`config.mk`:
```
export PLATFORM = sky130hd
export DESIGN_NAME = product_shift_adder
export DESIGN_NICKNAME = d
export VERILOG_FILES = /design/src/rtl/mult_pkg.sv /design/src/rtl/carry_adder.sv /design/src/rtl/product_shift_adder.sv
export SDC_FILE = /design/constraint.sdc
export NUM_CORES = 1
export LEC_CHECK = 0
export CAP_MARGIN = 20
export CORE_MARGIN = 2
export CORE_UTILIZATION = 30
export DETAILED_ROUTE_END_ITERATION = 6
export PLACE_DENSITY = 0.5
export SLEW_MARGIN = 20
export SYNTH_ARGS = -nofsm -noshare
export SYNTH_HDL_FRONTEND = slang
export SYNTH_SLANG_ARGS = --single-unit
```
`constraint.sdc`:
```
create_clock -name clk -period 3.3 [get_ports clk]
set_input_delay 0.825 -clock clk [delete_from_list [all_inputs] [get_ports clk]]
set_output_delay 0.825 -clock clk [all_outputs]
set_load 0.05 [all_outputs]
```
`src/rtl/mult_pkg.sv`:
```
// Shared definitions for the unsigned shift-add multiplier family.
package mult_pkg;

    localparam int unsigned DEFAULT_WIDTH = 32;

    typedef enum logic [1:0] {
        ST_IDLE = 2'd0,
        ST_CALC = 2'd1,
        ST_DONE = 2'd2
    } mult_state_e;

    // Iteration counter width for a given operand width.
    function automatic int unsigned COUNT_W(input int unsigned width);
        return $clog2(width) + 1;
    endfunction

endpackage

```
`src/rtl/carry_adder.sv`:
```
// Unsigned WIDTH + WIDTH -> WIDTH+1 adder; the top bit is the carry out.
module carry_adder
    import mult_pkg::*;
#(
    parameter int unsigned WIDTH = DEFAULT_WIDTH
) (
    input  logic [WIDTH-1:0] a_i,
    input  logic [WIDTH-1:0] b_i,
    output logic [WIDTH:0]   sum_o
);

    // Zero-extend both operands so the carry is kept in the result.
    always_comb begin
        sum_o = {1'b0, a_i} + {1'b0, b_i};
    end

endmodule

```
`src/rtl/product_shift_adder.sv`:
```
// Iterative shift-add multiplier: one W x W -> 2W unsigned product every W cycles.
module product_shift_adder
    import mult_pkg::*;
#(
    parameter int unsigned WIDTH = DEFAULT_WIDTH
) (
    input  logic               clk,
    input  logic               rst,
    input  logic               start,
    input  logic [WIDTH-1:0]   multiplicand_in,
    input  logic [WIDTH-1:0]   multiplier_in,
    output logic               busy,
    output logic               done,
    output logic [2*WIDTH-1:0] product_out
);

    localparam int unsigned     CW   = COUNT_W(WIDTH);
    localparam logic [CW-1:0]   LAST = CW'(WIDTH - 1);

    mult_state_e        state_q, state_d;
    logic [CW-1:0]      count_q, count_d;
    logic [WIDTH-1:0]   mcand_q, mcand_d;
    logic [2*WIDTH-1:0] work_q, work_d;
    logic [2*WIDTH-1:0] product_q, product_d;

    logic [WIDTH-1:0]   addend;
    logic [WIDTH:0]     sum;

    // Add the multiplicand into the upper half when the current multiplier bit is set.
    always_comb begin
        addend = work_q[0] ? mcand_q : '0;
    end

    carry_adder #(.WIDTH(WIDTH)) u_adder (
        .a_i   (work_q[2*WIDTH-1:WIDTH]),
        .b_i   (addend),
        .sum_o (sum)
    );

    // State, counter, operand latch, work register and product hold register.
    always_ff @(posedge clk) begin
        if (!rst) begin
            state_q   <= ST_IDLE;
            count_q   <= '0;
            mcand_q   <= '0;
            work_q    <= '0;
            product_q <= '0;
        end else begin
            state_q   <= state_d;
            count_q   <= count_d;
            mcand_q   <= mcand_d;
            work_q    <= work_d;
            product_q <= product_d;
        end
    end

    // Next-state, datapath update and product capture on the final iteration.
    // The carry of each add is shifted straight into the work MSB, so the
    // register never needs a separate carry position that outlives one cycle.
    always_comb begin
        state_d   = state_q;
        count_d   = count_q;
        mcand_d   = mcand_q;
        work_d    = work_q;
        product_d = product_q;
        unique case (state_q)
            ST_IDLE: begin
                if (start) begin
                    mcand_d = multiplicand_in;
                    work_d  = {{WIDTH{1'b0}}, multiplier_in};
                    count_d = '0;
                    state_d = ST_CALC;
                end
            end
            ST_CALC: begin
                work_d  = {sum, work_q[WIDTH-1:1]};
                count_d = count_q + 1'b1;
                if (count_q == LAST) begin
                    product_d = work_d;
                    state_d   = ST_DONE;
                end
            end
            ST_DONE: begin
                state_d = ST_IDLE;
            end
            default: begin
                state_d = ST_IDLE;
            end
        endcase
    end

    // Status outputs decode directly from the registered state.
    always_comb begin
        busy        = (state_q == ST_CALC);
        done        = (state_q == ST_DONE);
        product_out = product_q;
    end

endmodule

```
### After elaboration in Yosys (flattened, before gate mapping)

Index checks and enable logic that the tools add are counted.
Widths: inputs -> output; s select.

* register bits: 168
* input bits: 67
* output and inout bits: 66

* $add $sub $neg: 2
* eq/ne operators: 5
* mux-type cells: 8
* reductions and logical operators: 6

Operators by type and width (count)
* $pmux 64 s2: 1
* $mux 64: 1
* $add 32x32->33: 1
* $mux 32: 1
* $pmux 6 s2: 1
* $reduce_and 2->1: 4
* $add 6x1->6 const B: 1
* $eq 6x5->1 const B: 1
* $mux 6: 1
* $mux 2: 2
* $pmux 2 s2: 1
* $eq 2x1->1 const B: 1
* $eq 2x2->1 const B: 1
* $logic_not 2->1: 1
* $ne 2x1->1 const B: 1
* $ne 2x2->1 const B: 1
* $reduce_bool 2->1: 1

### Logic depth before layout (Yosys ltp)

* depth after elaboration: 3
* depth in mapped cells: 13
* depth with buffers taken out: 12

### By module

Synthesis repeated with hierarchy kept, for this count alone.

* cell total of the unflattened synthesis: 1011
* area, all modules: 8255.4 µm²

Modules (own cells, without submodules)
* product_shift_adder: instances 1, cells an instance 780, area each 6595.1 µm²
* carry_adder: instances 1, cells an instance 231, area each 1660.3 µm²

### Least setup slack after synthesis

OpenSTA, ideal clock, no wires.

* path type: register -> register
* start point: register work_q[0]
* end point: register product_q[57] (netlist: product_out[57])
* library setup time: 0.063 ns
* arrival time: 2.767 ns
* data required time: 3.237 ns
* slack: 0.471 ns
* cell stages (with the launch flop): 14
* buffers on the path: 1
* path through: dfxtp_1 -> clkbuf_1 -> and2_1 -> ha_1 -> inv_1 -> fa_1 -> nand2b_1 -> a21oi_1 -> o2111ai_1 -> a21bo_2 -> a21oi_1 -> nor3_1 -> or4_1 -> nand3_1

* cells in the longest elaborated chain, start to end: 2

RTL lines
* start: declaration: line product_shift_adder.sv:23 `logic [2*WIDTH-1:0] work_q, work_d;`
* start signal: assignment: line product_shift_adder.sv:52 `work_q <= work_d;`
* $mux 32: line product_shift_adder.sv:31 `addend = work_q[0] ? mcand_q : '0;`
* $add 32x32->33: line carry_adder.sv:14 `sum_o = {1'b0, a_i} + {1'b0, b_i};`
* end signal: assignment: line product_shift_adder.sv:53 `product_q <= product_d;`
* end: declaration: line product_shift_adder.sv:24 `logic [2*WIDTH-1:0] product_q, product_d;`

Every way passes these cells.
A chain may end at the register's enable or synchronous reset.

### Worst setup path in the final report

* start point: register work_q[0]
* end point: register product_q[58] (netlist: product_out[58])

The elaborated chain is that of the path after synthesis.

==> impl_metrics.ini <==
[status]
status = complete, no violations

[timing]
setup_tns_ns = 0
relSlewSlack = 0.380
tightest_slew_ns = 0.929
rsz0062_at_grt = no
period_share = 0.909
finalMaxSlewViolations = 0
hold_viol = 0
setup_viol = 0
max_freq_mhz = 333
period_needed_ns = 3.00
holdWs_ns = 0.454
setup_ws_ns = 0.301
fin_worst_skew_ns = 0.0144

[route]
postRouteAntennaNets = 0
wl_per_cell_um = 16.1
vias = 7255
firstDrtPassIters = 5
totalWireLength_um = 23600
via_per_inst = 4.96
drc = 0
drt_iter0_drc = 399

[logic_synthesis]
syn_nets = 1117
ys_top_cells_by_area = dfxtp_1 (42%), nand2_1 (9.8%), a21oi_1 (7.3%)
syn_avg_cell_area_sq_um = 7.85
yosysWarningCount = 0
ys.flop_type = dfxtp_1
yosysMostFrequentCell = nand2_1
ys_seq_elements = 168
synth_top_area_cell = dfxtp_1
yosysTopAreaCellShare = 0.422
synth.distinct_cells = 59
synth_cells = 1016
syn_area_sq_um = 7970
synth_edf_count = 0
seq_area_frac_synth = 0.422
synth_commonest_cells = nand2_1 (209), dfxtp_1 (168), a21oi_1 (117)
async_flop_share = 0

[power]
p_leak_nw = 3.90
internal-power_mw = 3.28
switchingPower_mw = 1.25
seq_power_share = 0.473
vdd_drop_max_mv = 0.329
combPwrFrac = 0.091
finalPower_mw = 4.53
p_per_area_nw_per_um2 = 445
pwr-share-clk = 0.436
swShare = 0.276

[floorplan]
ios = 133
start_util = 0.306
dieArea_sq_um = 27900
coreArea_sq_um = 26100
die_h_um = 167
fp.dieW_um = 167
rows = 59

[clock_tree]
cts_sinks = 168
cts_buffers = 17
cts_tree = done
clock_path_buffers = 2
h-tree-depth = 4
root_buffer = clkbuf_16
cts_setup_buffers = 0
cts.clk_slew.worst_paths_ns = 0.07
clock_latency_ns = 0.44
hold_buffers = 0

[critical_path]
worstPathMaxFanout = 32
start_kind = flip-flop
r2r_start = work_q[0]
critPathMaxStageDelay_ns = 0.49
endpoint_kind = flip-flop
crit_arrival_ns = 3.38
slowest_stage = or4_1
crit_required_ns = 3.68
crit_chain = buf_12 -> and2_1 -> ha_1 -> and3_1 -> nand4_1 -> a21oi_2 -> o211ai_2 -> o41ai_4 -> a21oi_2 -> or4_1 -> nand4_1
crit_type = reg2reg
critPathLaunch = work_q[0]
r2r_setup_slack_ns = 0.30

[global_routing]
globalRouteOverflowTotal = 0
antenna_found_initial = 0
grt_max_degree = 78
grt_pass1_vias = 6999
grt_usage = 0.168
grt_pass1_wl_um = 37900

[cells_and_area]
fillers = 2728
layout-drive-gt1-share = 0.0603
antenna_cells = 0
syn_to_final_growth_pct = 27.7
fin_nets = 1216

[placed_design]
place.gp.congestion = 0.869
dpl.hpwl_um = 16100
portBuffers = 132
post-place-ws_ns = 0.343

[min_path]
hp-class = reg2reg
min-delay-start = mcand_q[28]

[run]
max_cap_viol_count = 0
## logic make-up after synthesis
group,count (synthesis),share of synthesized area
AND/OR/NAND/NOR,436,0.239
XOR/XNOR,28,0.0308
adder cells (fa/ha/maj),34,0.0543
buffers and inverters,81,0.0394
multiplexers,4,0.00518
AO/OA/AOI/OAI,265,0.210
flip-flops,168,0.422
## cell usage in the layout (no fill, tap or decap), types with 4 or more instances in the layout
cell / synthesis / layout
or3_1: 7 / 6
a211oi_1: 4 / 4
inv_1: 11 / 10
nand4_1: 11 / 11
clkbuf_16: 0 / 17
a21o_1: 14 / 14
clkdlybuf4s50_1: 0 / 130
and2_1: 39 / 39
ha_1: 33 / 33
dfxtp_1: 168 / 168
buf_4: 1 / 17
nand2b_1: 5 / 4
o21a_1: 5 / 5
and3_1: 6 / 6
nand2_1: 209 / 208
xnor2_1: 9 / 9
nor2_1: 101 / 101
o21ai_0: 44 / 44
nand3_1: 40 / 40
inv_6: 0 / 4
a31oi_1: 10 / 10
inv_8: 0 / 4
xor2_1: 19 / 19
nor3_1: 8 / 7
a21oi_1: 117 / 117
o221ai_1: 33 / 33
o211ai_1: 5 / 5
## power by group through the flow
stage	clock, mW	sequential [mW]	combinational [mW]
floorplan	0	2.18	0.238
global placement	0	2.19	0.413
detailed placement	0	2.19	0.415
CTS	2.03	2.14	0.416
global route	2.10	2.15	0.462
finish	1.98	2.14	0.410
## timing repair
action                                 in CTS  in global routing
setup endpoints to repair                   0                  2
endpoints found under the hold margin       0                  0
gates resized for setup                     0                  1
## layer usage
layer / part of all wire / vias up / GRT usage
met5: 0 / - / 0
met4: 0.011 / 0 / 0.0450
met3: 0.037 / 17 / 0.0271
met2: 0.46 / 142 / 0.273
met1: 0.49 / 3374 / 0.231
li1: - / 3722 / -
## critical path, delay by kind of cell, from the launching register on
| kind | cells | cell delay, ns |
|---|---|---|
| simple gates | 5 | 1.11 |
| flops | 1 | 0.34 |
| fa+ha+maj | 1 | 0.40 |
| buf+inv | 1 | 0.17 |
| compound gates | 4 | 0.90 |
## layout make-up
cell class	count	area, sq um	share of cell area
Tap cell	335	419	0.0412
Inverter	11	42.5	0.00418
Clock buffer	18	429	0.0421
Clock inverter	14	146	0.0144
Multi-Input combinational cell	767	4310	0.423
Sequential cell	168	3360	0.330
Timing Repair Buffer	150	1470	0.145
## per-stage QoR
step | cells | instance area, sq um | util
after CTS | 1463 | 10200 | 0.391
after floorplan | 1016 | 7970 | -
final | 1463 | 10200 | 0.391
after global placement | 1431 | 9610 | 0.369
after global routing | 1463 | 10200 | 0.391
after detailed placement | 1431 | 9610 | 0.369
## path summary, 6_finish.rpt
path	to	cells past startpoint
setup / recovery	product_out[58]	11
hold / removal	mcand_q[28]	2
setup reg to reg	product_out[58]	11
hold reg to reg	mcand_q[28]	2
## flip-flops by register name, indices dropped and copies added, names as in the netlist
signal / count
count_q: 6
mcand_q: 32
product_out: 64
state_q: 2
work_q: 64
Note: power is estimated with default switching activity, not from simulation.
